`config.mk`:
```
export PLATFORM = sky130hd
export DESIGN_NAME = ram_ctrl
export DESIGN_NICKNAME = d
export VERILOG_FILES = /design/src/rtl/ram_ctrl.sv
export SDC_FILE = /design/constraint.sdc
export NUM_CORES = 1
export LEC_CHECK = 0
export ABC_AREA = 1
export ABC_CLOCK_PERIOD_IN_PS = 3450
export BUFFER_PORTS_ARGS = -buffer_cell sky130_fd_sc_hd__buf_2
export CORE_MARGIN = 3
export CORE_UTILIZATION = 34
export CTS_CLUSTER_DIAMETER = 40
export DETAILED_ROUTE_END_ITERATION = 12
export PLACE_DENSITY = 0.69
export SLEW_MARGIN = 10
export SYNTH_ARGS = -nofsm -noshare
export SYNTH_HDL_FRONTEND = slang
export SYNTH_SLANG_ARGS = --single-unit
```
`constraint.sdc`:
```
create_clock -name clk -period 3.45 [get_ports clk]
set_input_delay 0.1725 -clock clk [delete_from_list [all_inputs] [get_ports clk]]
set_output_delay 0.1725 -clock clk [all_outputs]
set_load 0.02 [all_outputs]
```
`src/rtl/ram_ctrl.sv`:
```
// ram_ctrl: asynchronous SRAM controller locked to the mem_bridge four-phase
// ramState sequence. One request is latched per phase cycle; strobes, the
// tri-state data enable and read data are all registered.
// Optional feature macro: RAM_PHASE_CHECK_EN (sticky phase-sequence error flag).
module ram_ctrl #(
  parameter int ADDR_W = 18,
  parameter int DATA_W = 16
) (
  input  logic              clk,
  input  logic              rst,
  input  logic [1:0]        ramState_i,
  input  logic [15:0]       memAddress_i,
  input  logic [DATA_W-1:0] memDataWrite_i,
  input  logic              memReadWrite_i,
  input  logic              memEnable_i,
  output logic [DATA_W-1:0] memDataRead_o,
  output logic              ack_o,
  output logic [ADDR_W-1:0] ram_addr_o,
  output logic [DATA_W-1:0] ram_data_o,
  output logic              ram_data_oe_o,
  input  logic [DATA_W-1:0] ram_data_i,
  output logic              ram_ce_n_o,
  output logic              ram_oe_n_o,
  output logic              ram_we_n_o,
  output logic              phase_err_o
);

  // Phase encoding from the bridge (Gray sequence ONE->TWO->THREE->FOUR).
  localparam logic [1:0] PH_ONE   = 2'b00;
  localparam logic [1:0] PH_TWO   = 2'b01;
  localparam logic [1:0] PH_THREE = 2'b11;
  localparam logic [1:0] PH_FOUR  = 2'b10;

  typedef enum logic [2:0] {
    ST_IDLE    = 3'd0,
    ST_SETUP   = 3'd1,
    ST_STROBE  = 3'd2,
    ST_STROBE2 = 3'd3,
    ST_HOLD    = 3'd4
  } state_e;

  state_e state_q, state_d;

  // Decoded events from the next-state logic, consumed by the output logic.
  logic start_s;    // latch a new request (from IDLE or back-to-back from HOLD)
  logic release_s;  // orderly bus release after a completed access
  logic abort_s;    // phase sequence broken mid-access

  // Registered outputs and request context.
  logic [ADDR_W-1:0] addr_q, addr_d;
  logic [DATA_W-1:0] wdata_q, wdata_d;
  logic [DATA_W-1:0] rdata_q, rdata_d;
  logic              rw_q, rw_d;
  logic              ce_n_q, ce_n_d;
  logic              oe_n_q, oe_n_d;
  logic              we_n_q, we_n_d;
  logic              data_oe_q, data_oe_d;
  logic              ack_q, ack_d;

  // State register.
  always_ff @(posedge clk or negedge rst) begin
    if (!rst) begin
      state_q <= ST_IDLE;
    end else begin
      state_q <= state_d;
    end
  end

  // Next-state logic: each state expects exactly one phase; anything else aborts.
  always_comb begin
    state_d   = state_q;
    start_s   = 1'b0;
    release_s = 1'b0;
    abort_s   = 1'b0;
    case (state_q)
      ST_IDLE: begin
        if ((ramState_i == PH_ONE) && memEnable_i) begin
          start_s = 1'b1;
          state_d = ST_SETUP;
        end else begin
          state_d = ST_IDLE;
        end
      end
      ST_SETUP: begin
        if (ramState_i == PH_TWO) begin
          state_d = ST_STROBE;
        end else begin
          abort_s = 1'b1;
          state_d = ST_IDLE;
        end
      end
      ST_STROBE: begin
        if (ramState_i == PH_THREE) begin
          state_d = ST_STROBE2;
        end else begin
          abort_s = 1'b1;
          state_d = ST_IDLE;
        end
      end
      ST_STROBE2: begin
        if (ramState_i == PH_FOUR) begin
          state_d = ST_HOLD;
        end else begin
          abort_s = 1'b1;
          state_d = ST_IDLE;
        end
      end
      ST_HOLD: begin
        case (ramState_i)
          PH_ONE: begin
            if (memEnable_i) begin
              start_s = 1'b1;
              state_d = ST_SETUP;
            end else begin
              release_s = 1'b1;
              state_d   = ST_IDLE;
            end
          end
          PH_FOUR: begin
            // Bridge stalled (e.g. flash read): release quietly, not an error.
            release_s = 1'b1;
            state_d   = ST_IDLE;
          end
          default: begin
            abort_s = 1'b1;
            state_d = ST_IDLE;
          end
        endcase
      end
      default: begin
        release_s = 1'b1;
        state_d   = ST_IDLE;
      end
    endcase
  end

  // Output logic: next values of every registered SRAM-side and bridge-side output.
  always_comb begin
    addr_d    = addr_q;
    wdata_d   = wdata_q;
    rdata_d   = rdata_q;
    rw_d      = rw_q;
    ce_n_d    = ce_n_q;
    oe_n_d    = oe_n_q;
    we_n_d    = we_n_q;
    data_oe_d = data_oe_q;
    ack_d     = 1'b0;
    if (start_s) begin
      addr_d    = {{(ADDR_W-16){1'b0}}, memAddress_i};
      rw_d      = memReadWrite_i;
      ce_n_d    = 1'b0;
      oe_n_d    = 1'b1;
      we_n_d    = 1'b1;
      // A read must never leave our drivers on while the SRAM drives the bus.
      data_oe_d = memReadWrite_i;
      if (memReadWrite_i) begin
        wdata_d = memDataWrite_i;
      end else begin
        wdata_d = wdata_q;
      end
    end else if (release_s || abort_s) begin
      ce_n_d    = 1'b1;
      oe_n_d    = 1'b1;
      we_n_d    = 1'b1;
      data_oe_d = 1'b0;
    end else begin
      case (state_q)
        ST_SETUP: begin
          // Phase TWO: open the strobe for the latched direction.
          if (rw_q) begin
            we_n_d = 1'b0;
          end else begin
            oe_n_d = 1'b0;
          end
        end
        ST_STROBE2: begin
          // Phase FOUR: close the strobe, capture read data, signal completion.
          if (!rw_q) begin
            rdata_d = ram_data_i;
          end else begin
            rdata_d = rdata_q;
          end
          oe_n_d = 1'b1;
          we_n_d = 1'b1;
          ack_d  = 1'b1;
        end
        default: begin
          ack_d = 1'b0;
        end
      endcase
    end
  end

  // Output registers; reset releases the SRAM bus asynchronously.
  always_ff @(posedge clk or negedge rst) begin
    if (!rst) begin
      addr_q    <= {ADDR_W{1'b0}};
      wdata_q   <= {DATA_W{1'b0}};
      rdata_q   <= {DATA_W{1'b0}};
      rw_q      <= 1'b0;
      ce_n_q    <= 1'b1;
      oe_n_q    <= 1'b1;
      we_n_q    <= 1'b1;
      data_oe_q <= 1'b0;
      ack_q     <= 1'b0;
    end else begin
      addr_q    <= addr_d;
      wdata_q   <= wdata_d;
      rdata_q   <= rdata_d;
      rw_q      <= rw_d;
      ce_n_q    <= ce_n_d;
      oe_n_q    <= oe_n_d;
      we_n_q    <= we_n_d;
      data_oe_q <= data_oe_d;
      ack_q     <= ack_d;
    end
  end

`ifdef RAM_PHASE_CHECK_EN
  logic phase_err_q, phase_err_d;

  // Sticky phase error: any abort sets it, only reset clears it.
  always_comb begin
    if (abort_s) begin
      phase_err_d = 1'b1;
    end else begin
      phase_err_d = phase_err_q;
    end
  end

  // Phase error register.
  always_ff @(posedge clk or negedge rst) begin
    if (!rst) begin
      phase_err_q <= 1'b0;
    end else begin
      phase_err_q <= phase_err_d;
    end
  end

  assign phase_err_o = phase_err_q;
`else
  assign phase_err_o = 1'b0;
`endif

  assign memDataRead_o = rdata_q;
  assign ack_o         = ack_q;
  assign ram_addr_o    = addr_q;
  assign ram_data_o    = wdata_q;
  assign ram_data_oe_o = data_oe_q;
  assign ram_ce_n_o    = ce_n_q;
  assign ram_oe_n_o    = oe_n_q;
  assign ram_we_n_o    = we_n_q;

endmodule

```
# == Word-level counts from Yosys, hierarchy flattened ==
# Index checks and enable logic that the tools add are counted.
# W data, S select, Z words.
# word_totals
wordCells,68
input_bits,54
reg_bits,57
output_inout_bits,56
# op_classes
eq_ne,9
muxes,34
n_reduce_logical,12
bitwise,3
# ops
op,n
$mux W1,23
$pmux W3 S5,1
$pmux W1 S2,5
$ne A4 B4 Y1 const B,2
$eq A3 B2 Y1 const B,2
$mux W3,2
$reduce_and A2 Y1,3
$eq A2 B2 Y1 const B,2
$mux W2,2
$pmux W1 S4,1
$reduce_and A4 Y1,1
$reduce_bool A4 Y1,1
$reduce_or A4 Y1,1
$eq A3 B1 Y1 const B,1
$eq A3 B3 Y1 const B,1
$logic_not A3 Y1,1
$not A1 Y1,3
$eq A2 B1 Y1 const B,1
$logic_not A2 Y1,1
$reduce_bool A2 Y1,1
$reduce_or A2 Y1,1
$logic_and A1 B1 Y1,1
$logic_or A1 B1 Y1,1

# == Longest topological paths before layout ==
# logic_depth
word_depth,7
ltp_mapped,9
depth_no_buf,9

# == Least setup slack after synthesis ==
# OpenSTA, ideal clock, no wires.
# synth_timing
kind,register to register
from,register state_q[1]
to,"register wdata_q[0], in the netlist ram_data_o[0]"
path_buffers,1
synth_period_minus_slack_ns,1.464
required_ns,3.325
stages_incl_launch_ff,7
setup_ns,0.125
t_arrival_ns,1.339
slack_ns,1.986
path_cell_list,dfrtp_1 nor2_2 nand4_2 clkinv_2 nand2_4 buf_6 mux2_4
# synth_via
elab_chain_cells,3
word_cells_on_any_way,4
cone_classes,eq/ne (1); mux (1); reduce/logical (2)
# synth_rtl
item,line,source
"start, declared",42,"state_e state_q, state_d;"
"start signal, assigned",65,state_q <= state_d;
$eq A3 B3 Y1 or $logic_not A3 Y1 (tied branches),75,case (state_q)
$pmux W1 S2 *,75,
$reduce_and A2 Y1 (no source line) *,n/a,
"end signal, assigned",198,wdata_q <= {DATA_W{1'b0}};
"end signal, assigned",208,wdata_q <= wdata_d;
"end, declared",51,"logic [DATA_W-1:0] wdata_q, wdata_d;"
# Every way passes the cells marked *; elsewhere a longest branch is shown, timed or not.
# A chain may end at the register's enable or synchronous reset.

# == Final worst setup path ==
# layout_timing
from,register state_q[1]
to,"register wdata_q[7], in the netlist ram_data_o[7]"
# Same word-level chain as after synthesis.

==> impl_metrics.yaml <==
status:
  status: "completed"
floorplanning:
  boundaryPins: 110
  die_w_um: 89.3
  start_util_pct: 36.1
  die_height_um: 89.3
  coreArea_um2: 6530
  die_area_um2: 7970
  row_count: 29
sta:
  slew_headroom_pct: 56.4
  rsz0062_at_grt: "no"
  setup_viol: 0
  tns_ns: 0
  fmax_mhz: 519
  hold_viol: 0
  max_slew.worst_pin.slew_ns: 0.654
  fin_crit_ns: 1.93
  fin_skew_ns: 0.00977
  drv_slew: 0
  fin_crit_sh_pct: 55.8
critical_path:
  path_cells: "nor2_2 -> nand4_2 -> buf_4 -> clkinv_2 -> nand2_4 -> mux2_2"
  cp_data_arrival_time_ns: 2.12
  cpPeakStageDelay_ns: 0.42
  critPathKind: "flop to flop"
  crit_required_ns: 3.65
  setup.worst_path.start_class: "flop"
  cpMaxStageDelayCell: "dfrtp_1"
  ff2ff_setup_slack_ns: 1.52
  critical_path.max_fanout: 22
  end_kind: "flop"
  rr_endpoint: "ram_data_o[7]"
  r2r-start: "state_q[1]"
  crit_cells: 6
  crit_family: "buffers and inverters"
  critPathBufInv: 2
  reg2reg_depth: 6
clock_network:
  ctsResizeCount: 0
  cts_tree: "done"
  root_buffer: "clkbuf_8"
  post_cts_buffers: 0
  clk_path_buf_depth: 2
  cts_buffers: 9
  hold_buffers: 1
  clk_pin_slew_worst_paths_ns: 0.07
  clk_latency_ns: 0.32
  cts-htree-levels: 3
  cts_sinks: 57
place:
  hpwlAfterDp_um: 3830
  io_buffers: 106
  place_inst: 377
  placed_cell_area_um2: 2950
  gp_congestion: 0.851
detailed_routing:
  routed_wl_um: 5210
  ant_nets: 0
  drtIter0Drc: 68
  wl_per_cell_um: 13.3
  drc: 0
  via_per_inst: 4.45
  vias: 1748
  firstDrtPassIters: 4
yosys:
  ys_seq_area_share_pct: 60.6
  synthesis.area_um2: 2360
  synth-seq-cells: 57
  postSynthAreaPerCell_um2: 11.9
  yosys_warnings: 0
  ys_types: 23
  synthCells: 198
global_routing:
  grt-ovfl-total: 0
  grt_pass1_wl_um: 8200
  grt.met3_usage_pct: 5.53
  grt_pass1_vias: 1764
  grt_busiest_layer: "met2"
  grt_max_degree: 31
  grt_use_total_pct: 13.6
  antenna_found_initial: 0
  grt_util_met1_pct: 17.0
  grtUsageMet2_pct: 21.0
hold_path:
  min_path_cells: 3
  hold_end: "ram_addr_o[9]"
  hold_class: "input port to flop"
  hold_start: "memAddress_i[9]"
pwr:
  p_leak_nw: 1.85
  power.density_nw_per_um2: 583
  peakVddDrop_mv: 0.248
final_layout:
  num_antenna_cells: 0
  drive_gt1_share_pct: 51.9
  stdcell_area_um2: 3160
  multi_input_area_um2: 833
  nets: 366
  synthToLayoutAreaGrowth_pct: 33.8
  register_area_um2: 1430
  fillers: 607
  fin_cells: 393
flow_run:
  max_cap_violations: 0
-- Yosys cell counts --
master | n | area share, %
nand2_1 | 61 | 9.7
dfrtp_1 | 54 | 57
mux2_4 | 18 | 11
mux2_2 | 14 | 6.7
inv_1 | 10 | 1.6
nor2_1 | 6 | 0.95
nand3_1 | 5 | 1.1
o21ai_0 | 5 | 1.1
buf_4 | 3 | 0.95
clkbuf_1 | 3 | 0.48
dfstp_2 | 3 | 3.3
buf_6 | 2 | 0.95
nand2_4 | 2 | 0.95
nand4_1 | 2 | 0.53
nor3_1 | 2 | 0.42
a21oi_1 | 1 | 0.21
clkinv_2 | 1 | 0.21
conb_1 | 1 | 0.16
inv_2 | 1 | 0.16
nand4_2 | 1 | 0.53
nor2_2 | 1 | 0.27
nor3_4 | 1 | 0.69
o21bai_1 | 1 | 0.32
-- flip-flops by register name (all words and copies together), names as in the netlist, 3 cells and up --
signal,count
memDataRead_o,16
ram_addr_o,16
state_q,3
ram_data_o,16
-- cell type report --
type                    count  share of cell area [%]
clock buffers              12                    4.91
clock inverters             3                    1.27
inverters                  12                    1.47
multi-input cells         123                    26.4
flip-flops and latches     57                    45.3
well taps                  77                    3.05
repair buffers            109                    17.6
-- placed cells by master (no fill, tap or decap), drive strengths merged, types with 3 or more instances in the layout --
cell / count
mux2: 32
nand3: 5
clkinv: 3
conb: 3
buf: 108
nor3: 3
nor2: 7
dfstp: 3
clkbuf: 12
dfrtp: 54
inv: 11
o21ai: 5
nand4: 3
nand2: 63
-- metrics by stage --
stage          power [mW]  utilization [%]  setup WS [ns]  hold WS [ns]
2_1_floorplan        1.08                -           1.99        -0.123
3_3_place_gp         1.24             45.2           1.56         0.233
3_5_place_dp         1.25             45.2           1.51         0.237
4_1_cts              1.87             48.3           1.49        0.0206
5_1_grt              1.95             48.3           1.34        0.0218
6_report             1.84             48.3           1.52        0.0450
-- worst max-delay path by stage --
stage	to	from	slack (ns)
floorplan	ram_data_o[0]	state_q[1]	1.99
global placement	ram_data_o[15]	state_q[1]	1.56
detailed placement	ram_data_o[5]	state_q[1]	1.51
CTS	ram_data_o[5]	state_q[1]	1.49
global route	ram_data_o[1]	state_q[1]	1.34
finish	ram_data_o[7]	state_q[1]	1.52
-- cells by family after synthesis --
logic type / synth area share [%]
AO/OA/AOI/OAI: 1.59
buffers and inverters: 4.35
flip-flops: 60.6
multiplexers: 18.1
other: 0.159
AND/OR/NAND/NOR: 15.1
-- metal layers --
layer | vias up | part of all wire [%]
li1 | 857 | -
met1 | 831 | 44
met2 | 58 | 49
met3 | 2 | 6.1
met4 | 0 | 0.44
met5 | - | 0
-- report_power, final --
part           leakage, nW  total (mW)  switching [mW]  internal (mW)
logic                 1.02       0.406           0.241          0.165
clock network        0.102       0.610           0.244          0.367
registers            0.728       0.824          0.0514          0.773
-- worst reg2reg max path, stage by stage (launching register included) --
cell,delay [ns]
dfrtp_1,0.42
nor2_2,0.08
nand4_2,0.07
buf_4,0.24
clkinv_2,0.28
nand2_4,0.33
mux2_2,0.38
No activity file was read; power rests on OpenSTA's default activity.
